===== config.mk =====
export PLATFORM = sky130hd
export DESIGN_NAME = multicycle_ctrl_v2
export DESIGN_NICKNAME = d
export VERILOG_FILES = /design/src/rtl/multicycle_ctrl_v2.sv
export SDC_FILE = /design/constraint.sdc
export NUM_CORES = 1
export LEC_CHECK = 0
export BUFFER_PORTS_ARGS = -buffer_cell sky130_fd_sc_hd__buf_2
export CORE_ASPECT_RATIO = 1.2
export CORE_MARGIN = 4
export CORE_UTILIZATION = 25
export DETAILED_ROUTE_END_ITERATION = 10
export SYNTH_ARGS = -nofsm -noshare
export SYNTH_HDL_FRONTEND = slang
export SYNTH_SLANG_ARGS = --single-unit
export TNS_END_PERCENT = 50

===== constraint.sdc =====
create_clock -name clk -period 2 [get_ports clk]
set_input_delay 0.5 -clock clk [delete_from_list [all_inputs] [get_ports clk]]
set_output_delay 0.5 -clock clk [all_outputs]
set_load 0.03 [all_outputs]

===== src/rtl/multicycle_ctrl_v2.sv =====
// Multicycle MIPS-subset control FSM for a shared-memory datapath.
// Outputs are a Moore decode of the state register; pc_en, plus the
// IF/MEMWR handshake gating when MEM_WAIT=1, also depend on live inputs.
module multicycle_ctrl_v2 #(
    parameter bit MEM_WAIT   = 1'b0,
    parameter bit EN_JAL     = 1'b1,
    parameter bit EN_BNE     = 1'b1,
    parameter bit EN_IMM_ALU = 1'b1
) (
    input  logic       clk,
    input  logic       reset,
    input  logic [5:0] opcode,
    input  logic       zero,
    input  logic       mem_ready,
    output logic       alusrcA,
    output logic [1:0] alusrcB,
    output logic [1:0] toaluctrl,
    output logic [1:0] pcsrc,
    output logic [1:0] regdst,
    output logic [1:0] memtoreg,
    output logic       memread,
    output logic       memwrite,
    output logic       regwrite,
    output logic       IorD,
    output logic       IR_write,
    output logic       pc_write,
    output logic       pc_write_condition_beq,
    output logic       pc_write_condition_bne,
    output logic       pc_en,
    output logic       instr_done,
    output logic       illegal,
    output logic [3:0] state
);

    localparam logic [5:0] OP_RTYPE = 6'b000000;
    localparam logic [5:0] OP_J     = 6'b000010;
    localparam logic [5:0] OP_JAL   = 6'b000011;
    localparam logic [5:0] OP_BEQ   = 6'b000100;
    localparam logic [5:0] OP_BNE   = 6'b000101;
    localparam logic [5:0] OP_ADDI  = 6'b001000;
    localparam logic [5:0] OP_ANDI  = 6'b001100;
    localparam logic [5:0] OP_LW    = 6'b100011;
    localparam logic [5:0] OP_SW    = 6'b101011;

    localparam logic [1:0] ALU_ADD  = 2'b00;
    localparam logic [1:0] ALU_SUB  = 2'b01;
    localparam logic [1:0] ALU_FUNC = 2'b10;
    localparam logic [1:0] ALU_AND  = 2'b11;

    typedef enum logic [3:0] {
        S_IF     = 4'd0,
        S_ID     = 4'd1,
        S_MEMADR = 4'd2,
        S_MEMRD  = 4'd3,
        S_MEMWB  = 4'd4,
        S_MEMWR  = 4'd5,
        S_REXE   = 4'd6,
        S_RWB    = 4'd7,
        S_IEXE   = 4'd8,
        S_IWB    = 4'd9,
        S_BR     = 4'd10,
        S_JMP    = 4'd11,
        S_JAL    = 4'd12
    } state_e;

    state_e state_q, state_d;
    logic   is_sw_q, is_sw_d;
    logic   is_bne_q, is_bne_d;
    logic   is_andi_q, is_andi_d;
    logic   op_legal;
    logic   mem_ok;

    // A memory access completes this cycle (always true for single-cycle memory).
    assign mem_ok = !MEM_WAIT || mem_ready;

    // Opcode legality, including the build-time feature enables.
    always_comb begin
        op_legal = 1'b0;
        case (opcode)
            OP_LW, OP_SW, OP_RTYPE, OP_BEQ, OP_J: op_legal = 1'b1;
            OP_BNE:                               op_legal = EN_BNE;
            OP_JAL:                               op_legal = EN_JAL;
            OP_ADDI, OP_ANDI:                     op_legal = EN_IMM_ALU;
            default:                              op_legal = 1'b0;
        endcase
    end

    // State register and the sub-kind flags captured in ID.
    always_ff @(posedge clk) begin
        if (reset) begin
            state_q   <= S_IF;
            is_sw_q   <= 1'b0;
            is_bne_q  <= 1'b0;
            is_andi_q <= 1'b0;
        end else begin
            state_q   <= state_d;
            is_sw_q   <= is_sw_d;
            is_bne_q  <= is_bne_d;
            is_andi_q <= is_andi_d;
        end
    end

    // Next-state and Moore output decode.
    always_comb begin
        state_d                = state_q;
        is_sw_d                = is_sw_q;
        is_bne_d               = is_bne_q;
        is_andi_d              = is_andi_q;
        alusrcA                = 1'b0;
        alusrcB                = 2'b00;
        toaluctrl              = ALU_ADD;
        pcsrc                  = 2'b00;
        regdst                 = 2'b00;
        memtoreg               = 2'b00;
        memread                = 1'b0;
        memwrite               = 1'b0;
        regwrite               = 1'b0;
        IorD                   = 1'b0;
        IR_write               = 1'b0;
        pc_write               = 1'b0;
        pc_write_condition_beq = 1'b0;
        pc_write_condition_bne = 1'b0;
        instr_done             = 1'b0;
        illegal                = 1'b0;

        case (state_q)
            S_IF: begin
                memread  = 1'b1;
                alusrcB  = 2'b01;
                IR_write = mem_ok;
                pc_write = mem_ok;
                if (mem_ok) state_d = S_ID;
            end
            S_ID: begin
                // Branch target PC + (imm<<2) lands in ALUOut.
                alusrcB   = 2'b11;
                is_sw_d   = (opcode == OP_SW);
                is_bne_d  = (opcode == OP_BNE);
                is_andi_d = (opcode == OP_ANDI);
                if (!op_legal) begin
                    illegal = 1'b1;
                    state_d = S_IF;
                end else if (opcode == OP_LW || opcode == OP_SW) begin
                    state_d = S_MEMADR;
                end else if (opcode == OP_RTYPE) begin
                    state_d = S_REXE;
                end else if (opcode == OP_BEQ || opcode == OP_BNE) begin
                    state_d = S_BR;
                end else if (opcode == OP_J) begin
                    state_d = S_JMP;
                end else if (opcode == OP_JAL) begin
                    state_d = S_JAL;
                end else begin
                    state_d = S_IEXE;
                end
            end
            S_MEMADR: begin
                alusrcA = 1'b1;
                alusrcB = 2'b10;
                state_d = is_sw_q ? S_MEMWR : S_MEMRD;
            end
            S_MEMRD: begin
                memread = 1'b1;
                IorD    = 1'b1;
                if (mem_ok) state_d = S_MEMWB;
            end
            S_MEMWB: begin
                regwrite   = 1'b1;
                memtoreg   = 2'b01;
                instr_done = 1'b1;
                state_d    = S_IF;
            end
            S_MEMWR: begin
                memwrite   = 1'b1;
                IorD       = 1'b1;
                instr_done = mem_ok;
                if (mem_ok) state_d = S_IF;
            end
            S_REXE: begin
                alusrcA   = 1'b1;
                toaluctrl = ALU_FUNC;
                state_d   = S_RWB;
            end
            S_RWB: begin
                regwrite   = 1'b1;
                regdst     = 2'b01;
                instr_done = 1'b1;
                state_d    = S_IF;
            end
            S_IEXE: begin
                alusrcA   = 1'b1;
                alusrcB   = 2'b10;
                toaluctrl = is_andi_q ? ALU_AND : ALU_ADD;
                state_d   = S_IWB;
            end
            S_IWB: begin
                regwrite   = 1'b1;
                instr_done = 1'b1;
                state_d    = S_IF;
            end
            S_BR: begin
                alusrcA                = 1'b1;
                toaluctrl              = ALU_SUB;
                pcsrc                  = 2'b01;
                pc_write_condition_beq = !is_bne_q;
                pc_write_condition_bne = is_bne_q;
                instr_done             = 1'b1;
                state_d                = S_IF;
            end
            S_JMP: begin
                pc_write   = 1'b1;
                pcsrc      = 2'b10;
                instr_done = 1'b1;
                state_d    = S_IF;
            end
            S_JAL: begin
                pc_write   = 1'b1;
                pcsrc      = 2'b10;
                regwrite   = 1'b1;
                regdst     = 2'b10;
                memtoreg   = 2'b10;
                instr_done = 1'b1;
                state_d    = S_IF;
            end
            default: begin
                state_d = S_IF;
            end
        endcase
    end

    // Qualified PC enable; zero only matters while a branch is resolving.
    assign pc_en = pc_write
                 | (pc_write_condition_beq & zero)
                 | (pc_write_condition_bne & ~zero);

    assign state = 4'(state_q);

endmodule


==> impl_metrics.toml, run 1 <==
[status]
status = "completed"

[placed_design]
place_area_um2 = 983
gp_congestion = 0.758
pre_cts_slack_ps = 111
dp.cells = 169
dp_hpwl_um = 1620
portBuffers = 34

[worst_setup_path]
r2r_slack_ps = 100
cp_max_fo = 2
r2r-start = "state[3]"
critPathBufInv = 2
cpMostUsedCell = "buf_6"
slowest_delay_ps = 540
cp-end-kind = "output port"
startpoint = "state[3]"
critPathKind = "reg -> out"
crit_chain = "or4b_4 > buf_6 > a21oi_4 > buf_6"
arrival_ps = 1480
critPathLaunchType = "flip-flop"
cp_top_family = "simple AND/OR/NAND/NOR gates"
rr_endpoint = "is_andi_q"
worst_path_max_delay_cell = "or4b_4"
reg2regPathDepth = 4
worstPathRequired_ps = 1500

[min_path]
min_path_type = "in -> reg"
hold_depth = 2
worst_hold_startpoint = "reset"
whs_endpoint = "is_andi_q"

[logic_synthesis]
synth_seq_cells = 7
synth_cell_types = 38
synth_compound_area_share_pct = 29.0
ys.warnings.count = 0
synth_xor_area_share_pct = 6.26
synthMuxAreaShare_pct = 0
synth_top_family_by_area = "simple AND/OR/NAND/NOR gates"
syn_inst = 104
synth.avg_cell_area_um2 = 6.73
synth_fp_nets = 114
synth_area_um2 = 699
seq_area_frac_synth_pct = 20.0
synth_fa_ha_area_share_pct = 0
synthSimpleGateAreaFrac_pct = 37.6

[sta]
tns_ps = 0
skew_ps = 3.73
slew_violations = 0
rsz0062_at_grt = "yes"
timing.fmax_mhz = 506
hold_viol_final = 0
max-slew-margin-rel_pct = 66.0
setup_viol = 0
worst_pin_slew_ps = 506
timing.final.crit_period_ps = 1980
timing.final.ws_setup_ps = 24.3
period_share_pct = 98.8

[cells_and_area]
post-route-util_pct = 43.8
final_common_cell = "buf_2"
drive_above_1_share_pct = 48.3
fin_area_mm2 = 0.00114
nets = 156
instances_no_fill = 178
fill_cells = 284
area_growth_pct = 63.1
final_cell_mix = "buf_2, nor2_1, a21oi_1, buf_4, clkbuf_4"
antenna_cells = 0

[detailed_routing]
num_vias = 873
drt-total-wl_um = 2140
routed_via_density = 4.90
drc = 0
dr.pass1.iters = 4
drt_iter0_drc = 25
wl_per_cell_um = 12.0
ant_nets = 0

[power]
switching_share_pct = 35.5
combPwrFrac_pct = 40.3
peakVddDrop_mv = 0.276
pwr-share-clk_pct = 27.3
p_int_mw = 0.290
switching_power_mw = 0.160
p_per_area_mw_per_mm2 = 394
seqPwrFrac_pct = 32.4
p_leak_nw = 0.525

[grt]
grt_first_pass_wirelength_um = 3550
grt_max_degree = 21
antenna_found_initial = 0
grt-ovfl-total = 0
grt_pass1_vias = 808
grt_usage_pct = 11.7

[cts]
cts_tree = "built"
root_buffer = "clkbuf_4"
clock_latency_ps = 240
htreeDepth = 1
cts_buffers = 3
path_clk_slew_ps = 50
cts_num_sinks = 7
clockBufferDepth = 2

[die]
rows = 20
die-area_mm2 = 0.00371
start_util_pct = 26.9
io_pins = 36
die_h_um = 65.9
core_mm2 = 0.00260
die_w_um = 56.3

[flow_run]
drv_cap = 0
==> area by class of cell <==
class,instances,area (um2),area share (%)
tap,33,41.3,3.62
multi-input combinational,85,619,54.3
clock buffer,4,26.3,2.30
timing repair buffer,45,295,25.9
inverter,4,15.0,1.32
sequential,7,144,12.6
==> worst register-to-register path, stage by stage, from the launching register on <==
cell	delay [ps]
dfxtp_2	310
or4b_4	540
or3_1	340
or4b_1	500
a21oi_2	140
==> through the flow <==
stage	hold slack (ps)	total power [mW]
after floorplan	439	0.256
after global placement	465	0.299
after detailed placement	474	0.303
after CTS	467	0.435
after global routing	463	0.482
final	482	0.449
==> worst max path at each step <==
stage | end | slack, ps | depth (start not counted)
2_1_floorplan | illegal | -130 | 3
6_report | illegal | 20 | 4
4_1_cts | illegal | -40 | 4
3_3_place_gp | is_andi_q | 130 | 4
3_5_place_dp | pc_en | 110 | 6
5_1_grt | pc_en | -30 | 6
==> flip-flops by register name, indices dropped and copies added (netlist names) <==
| register | cells |
|---|---|
| is_andi_q | 1 |
| is_bne_q | 1 |
| state | 4 |
| is_sw_q | 1 |
==> Yosys cell counts <==
library cell / count / share of area [%]
a211o_1: 1 / 1.3
a211oi_1: 1 / 1.1
a21boi_0: 2 / 2.1
a21o_1: 3 / 3.2
a21oi_1: 11 / 7.9
a31oi_1: 1 / 0.90
a32oi_1: 1 / 1.3
and2_1: 2 / 1.8
and3_1: 1 / 0.90
and3b_1: 1 / 1.3
and4b_1: 1 / 1.4
buf_4: 1 / 1.1
clkbuf_1: 6 / 3.2
clkbuf_2: 1 / 0.71
dfxtp_1: 7 / 20
inv_1: 4 / 2.1
nand2_1: 6 / 3.2
nand2b_1: 5 / 4.5
nand3_1: 2 / 1.4
nor2_1: 16 / 8.6
nor2b_1: 3 / 2.7
nor3_1: 3 / 2.1
nor3b_1: 1 / 1.1
nor4_1: 1 / 0.90
nor4b_1: 1 / 1.3
o211a_1: 1 / 1.4
o21a_1: 1 / 1.1
o21ai_0: 3 / 2.1
o22a_1: 1 / 1.3
o22ai_1: 2 / 1.8
o311ai_0: 1 / 1.3
o31ai_1: 1 / 1.1
o32ai_1: 1 / 1.3
or2_2: 2 / 1.8
or3_1: 2 / 1.8
or4b_1: 2 / 2.9
xnor2_1: 1 / 1.3
xor2_1: 4 / 5.0
==> power by group through the flow <==
stage	clock [mW]	combinational, mW	sequential, mW
finish	0.122	0.181	0.146
global route	0.141	0.195	0.146
CTS	0.128	0.163	0.144
detailed placement	0	0.156	0.147
global placement	0	0.152	0.147
floorplan	0	0.103	0.153
==> kinds of logic (layout without fill, tap and decap cells) <==
kind of cell | Yosys count | in the layout
and+or+nand+nor | 49 | 49
xor gates and xnor gates | 5 | 5
buffers and inverters | 12 | 53
DFF | 7 | 7
AOI/OAI and AO/OA | 31 | 31
==> per-layer routing <==
layer	track usage [%]	vias up	routed length, um
met5	0	-	0
met4	4.45	0	11
met3	2.93	2	165
met2	20.8	28	1060
met1	13.5	393	899
li1	-	450	-
==> repair_timing <==
action                                  CTS  global route
pin swaps                                 0             1
resized for setup                         9            18
buffers inserted                          0             5
hold buffers                              0             0
endpoints found under the setup margin    7            11
hold endpoints to repair                  0             0
Power figures use the tool's default switching activity.
==> inputs of run 2 (changes only) <==
--- a/config.mk
+++ b/config.mk
@@ -5,11 +5,12 @@
 export SDC_FILE = /design/constraint.sdc
 export NUM_CORES = 1
 export LEC_CHECK = 0
-export BUFFER_PORTS_ARGS = -buffer_cell sky130_fd_sc_hd__buf_2
+export ABC_AREA = 0
 export CORE_ASPECT_RATIO = 1.2
 export CORE_MARGIN = 4
 export CORE_UTILIZATION = 25
 export DETAILED_ROUTE_END_ITERATION = 10
+export DONT_BUFFER_PORTS = 1
 export SYNTH_ARGS = -nofsm -noshare
 export SYNTH_HDL_FRONTEND = slang
 export SYNTH_SLANG_ARGS = --single-unit
==> impl_metrics.toml, run 2 (synthesis gave the netlist of run 1 again) <==
[placed_design]
dp.cells = 153
place_area_um2 = 961
gp_congestion = 0.751
dp_hpwl_um = 1630
portBuffers = 0

[detailed_routing]
ant_nets = 0
num_vias = 819
routed_via_density = 5.15
drt-total-wl_um = 2160
dr.pass1.iters = 3
drt_iter0_drc = 9
wl_per_cell_um = 13.6
drc = 0

[cells_and_area]
final_cell_mix = "buf_4, nor2_1, a21oi_1"
drive_above_1_share_pct = 40.5
area_growth_pct = 56.4
nets = 137
final_common_cell = "buf_4"
post-route-util_pct = 42.0
largest_reg_flops = 4
fin_area_mm2 = 0.00109
instances_no_fill = 159
fill_cells = 286
antenna_cells = 0

[die]
start_util_pct = 26.9
io_pins = 36
die_w_um = 56.3
die-area_mm2 = 0.00371
die_h_um = 65.9
core_mm2 = 0.00260
rows = 20

[sta]
hold_viol_final = 0
rsz0062_at_grt = "yes"
worst_pin_slew_ps = 448
slew_violations = 0
skew_ps = 0.852
max-slew-margin-rel_pct = 70.1
tns_ps = -13.4
timing.final.ws_setup_ps = -13.4
setup_viol = 1
timing.final.crit_period_ps = 2010
period_share_pct = 101
timing.fmax_mhz = 497

[min_path]
whs_endpoint = "is_andi_q"
min_path_type = "in -> reg"
worst_hold_startpoint = "reset"
hold_depth = 1

[power]
p_leak_nw = 0.432
peakVddDrop_mv = 0.242
power.total_mw = 0.435
p_per_area_mw_per_mm2 = 398

[worst_setup_path]
r2r_slack_ps = 110
cp-end-kind = "output port"
critPathLaunchType = "flip-flop"
worstPathRequired_ps = 1500
r2r-start = "state[3]"
cpMostUsedCell = "buf_6"
slowest_delay_ps = 550
rr_endpoint = "is_andi_q"
worst_path_max_delay_cell = "or4b_4"
critPathKind = "reg -> out"
cp_max_fo = 2
crit_chain = "or4b_4 > buf_6 > a21oi_4 > buf_6"
arrival_ps = 1510
reg2regPathDepth = 4

[grt]
antenna_found_initial = 0
grt_pass1_vias = 906
grt_first_pass_wirelength_um = 3930
grt_usage_pct = 13.0
grt-ovfl-total = 0
grt_max_degree = 21

[cts]
root_buffer = "clkbuf_4"
clockBufferDepth = 2
cts_num_sinks = 7
clock_latency_ps = 250
htreeDepth = 1
cts_tree = "built"
path_clk_slew_ps = 50
cts_buffers = 3

[status]
violations = "setup timing"
status = "complete, but fails checks"

[flow_run]
drv_cap = 0
==> run 2: cell types whose count changed in the layout (fill, tap and decap cells not counted), sizes merged <==
cell,before,now
buf,42,26
clkbuf,7,4
==> run 2: what timing repair did <==
| item | CTS | global route |
|---|---|---|
| endpoints found under the setup margin | 12 | 15 |
| pin swaps | 0 | 2 |
| hold buffers | 0 | 0 |
| buffers inserted | 1 | 1 |
| resized for setup | 14 | 13 |
==> run 2: worst max-delay path by stage <==
| stage | startpoint | to | slack, ps | cells after the start |
|---|---|---|---|---|
| floorplan | state[1] | illegal | -130 | 3 |
| global placement | state[1] | is_andi_q | 140 | 4 |
| detailed placement | state[3] | pc_write_condition_beq | 130 | 5 |
| CTS | state[2] | pc_write_condition_beq | -30 | 5 |
| global route | state[2] | pc_write_condition_beq | -80 | 5 |
| finish | state[3] | illegal | -10 | 4 |
==> run 2: metrics by stage <==
step | hold slack, ps | setup WS (ps)
after floorplan | 439 | -131
after detailed placement | 476 | 129
after global placement | 466 | 142
after CTS | 313 | -35.0
final | 315 | -13.4
after global routing | 301 | -77.6
==> run 2: metal layers <==
layer  track usage [%]  up-vias  routed length [um]
met1              13.8      361                 821
met5                 0        -                   0
met3              4.49        7                 196
met2              23.2       38                1090
met4              5.34        0                  44
li1                  -      413                   -
==> run 2: layout make-up <==
type	count	area (um2)	share of cell area, %
Tap cell	33	41.3	3.78
Inverter	4	15.0	1.37
Timing Repair Buffer	26	260	23.8
Sequential cell	7	143	13.0
Multi-Input combinational cell	85	608	55.6
Clock buffer	4	26.3	2.40
==> run 2: where the power goes <==
group,total [mW],internal (mW),switching (mW)
Combinational,0.164,0.0679,0.0964
Clock,0.125,0.0759,0.0491
Sequential,0.146,0.143,0.00269
Total,0.435,0.287,0.148
==> run 2: critical path: cells and delay by family, from the launching register on <==
kind | cells | cell delay, ps
simple gates | 1 | 550
compound gates | 1 | 100
flops | 1 | 330
buf+inv | 2 | 280
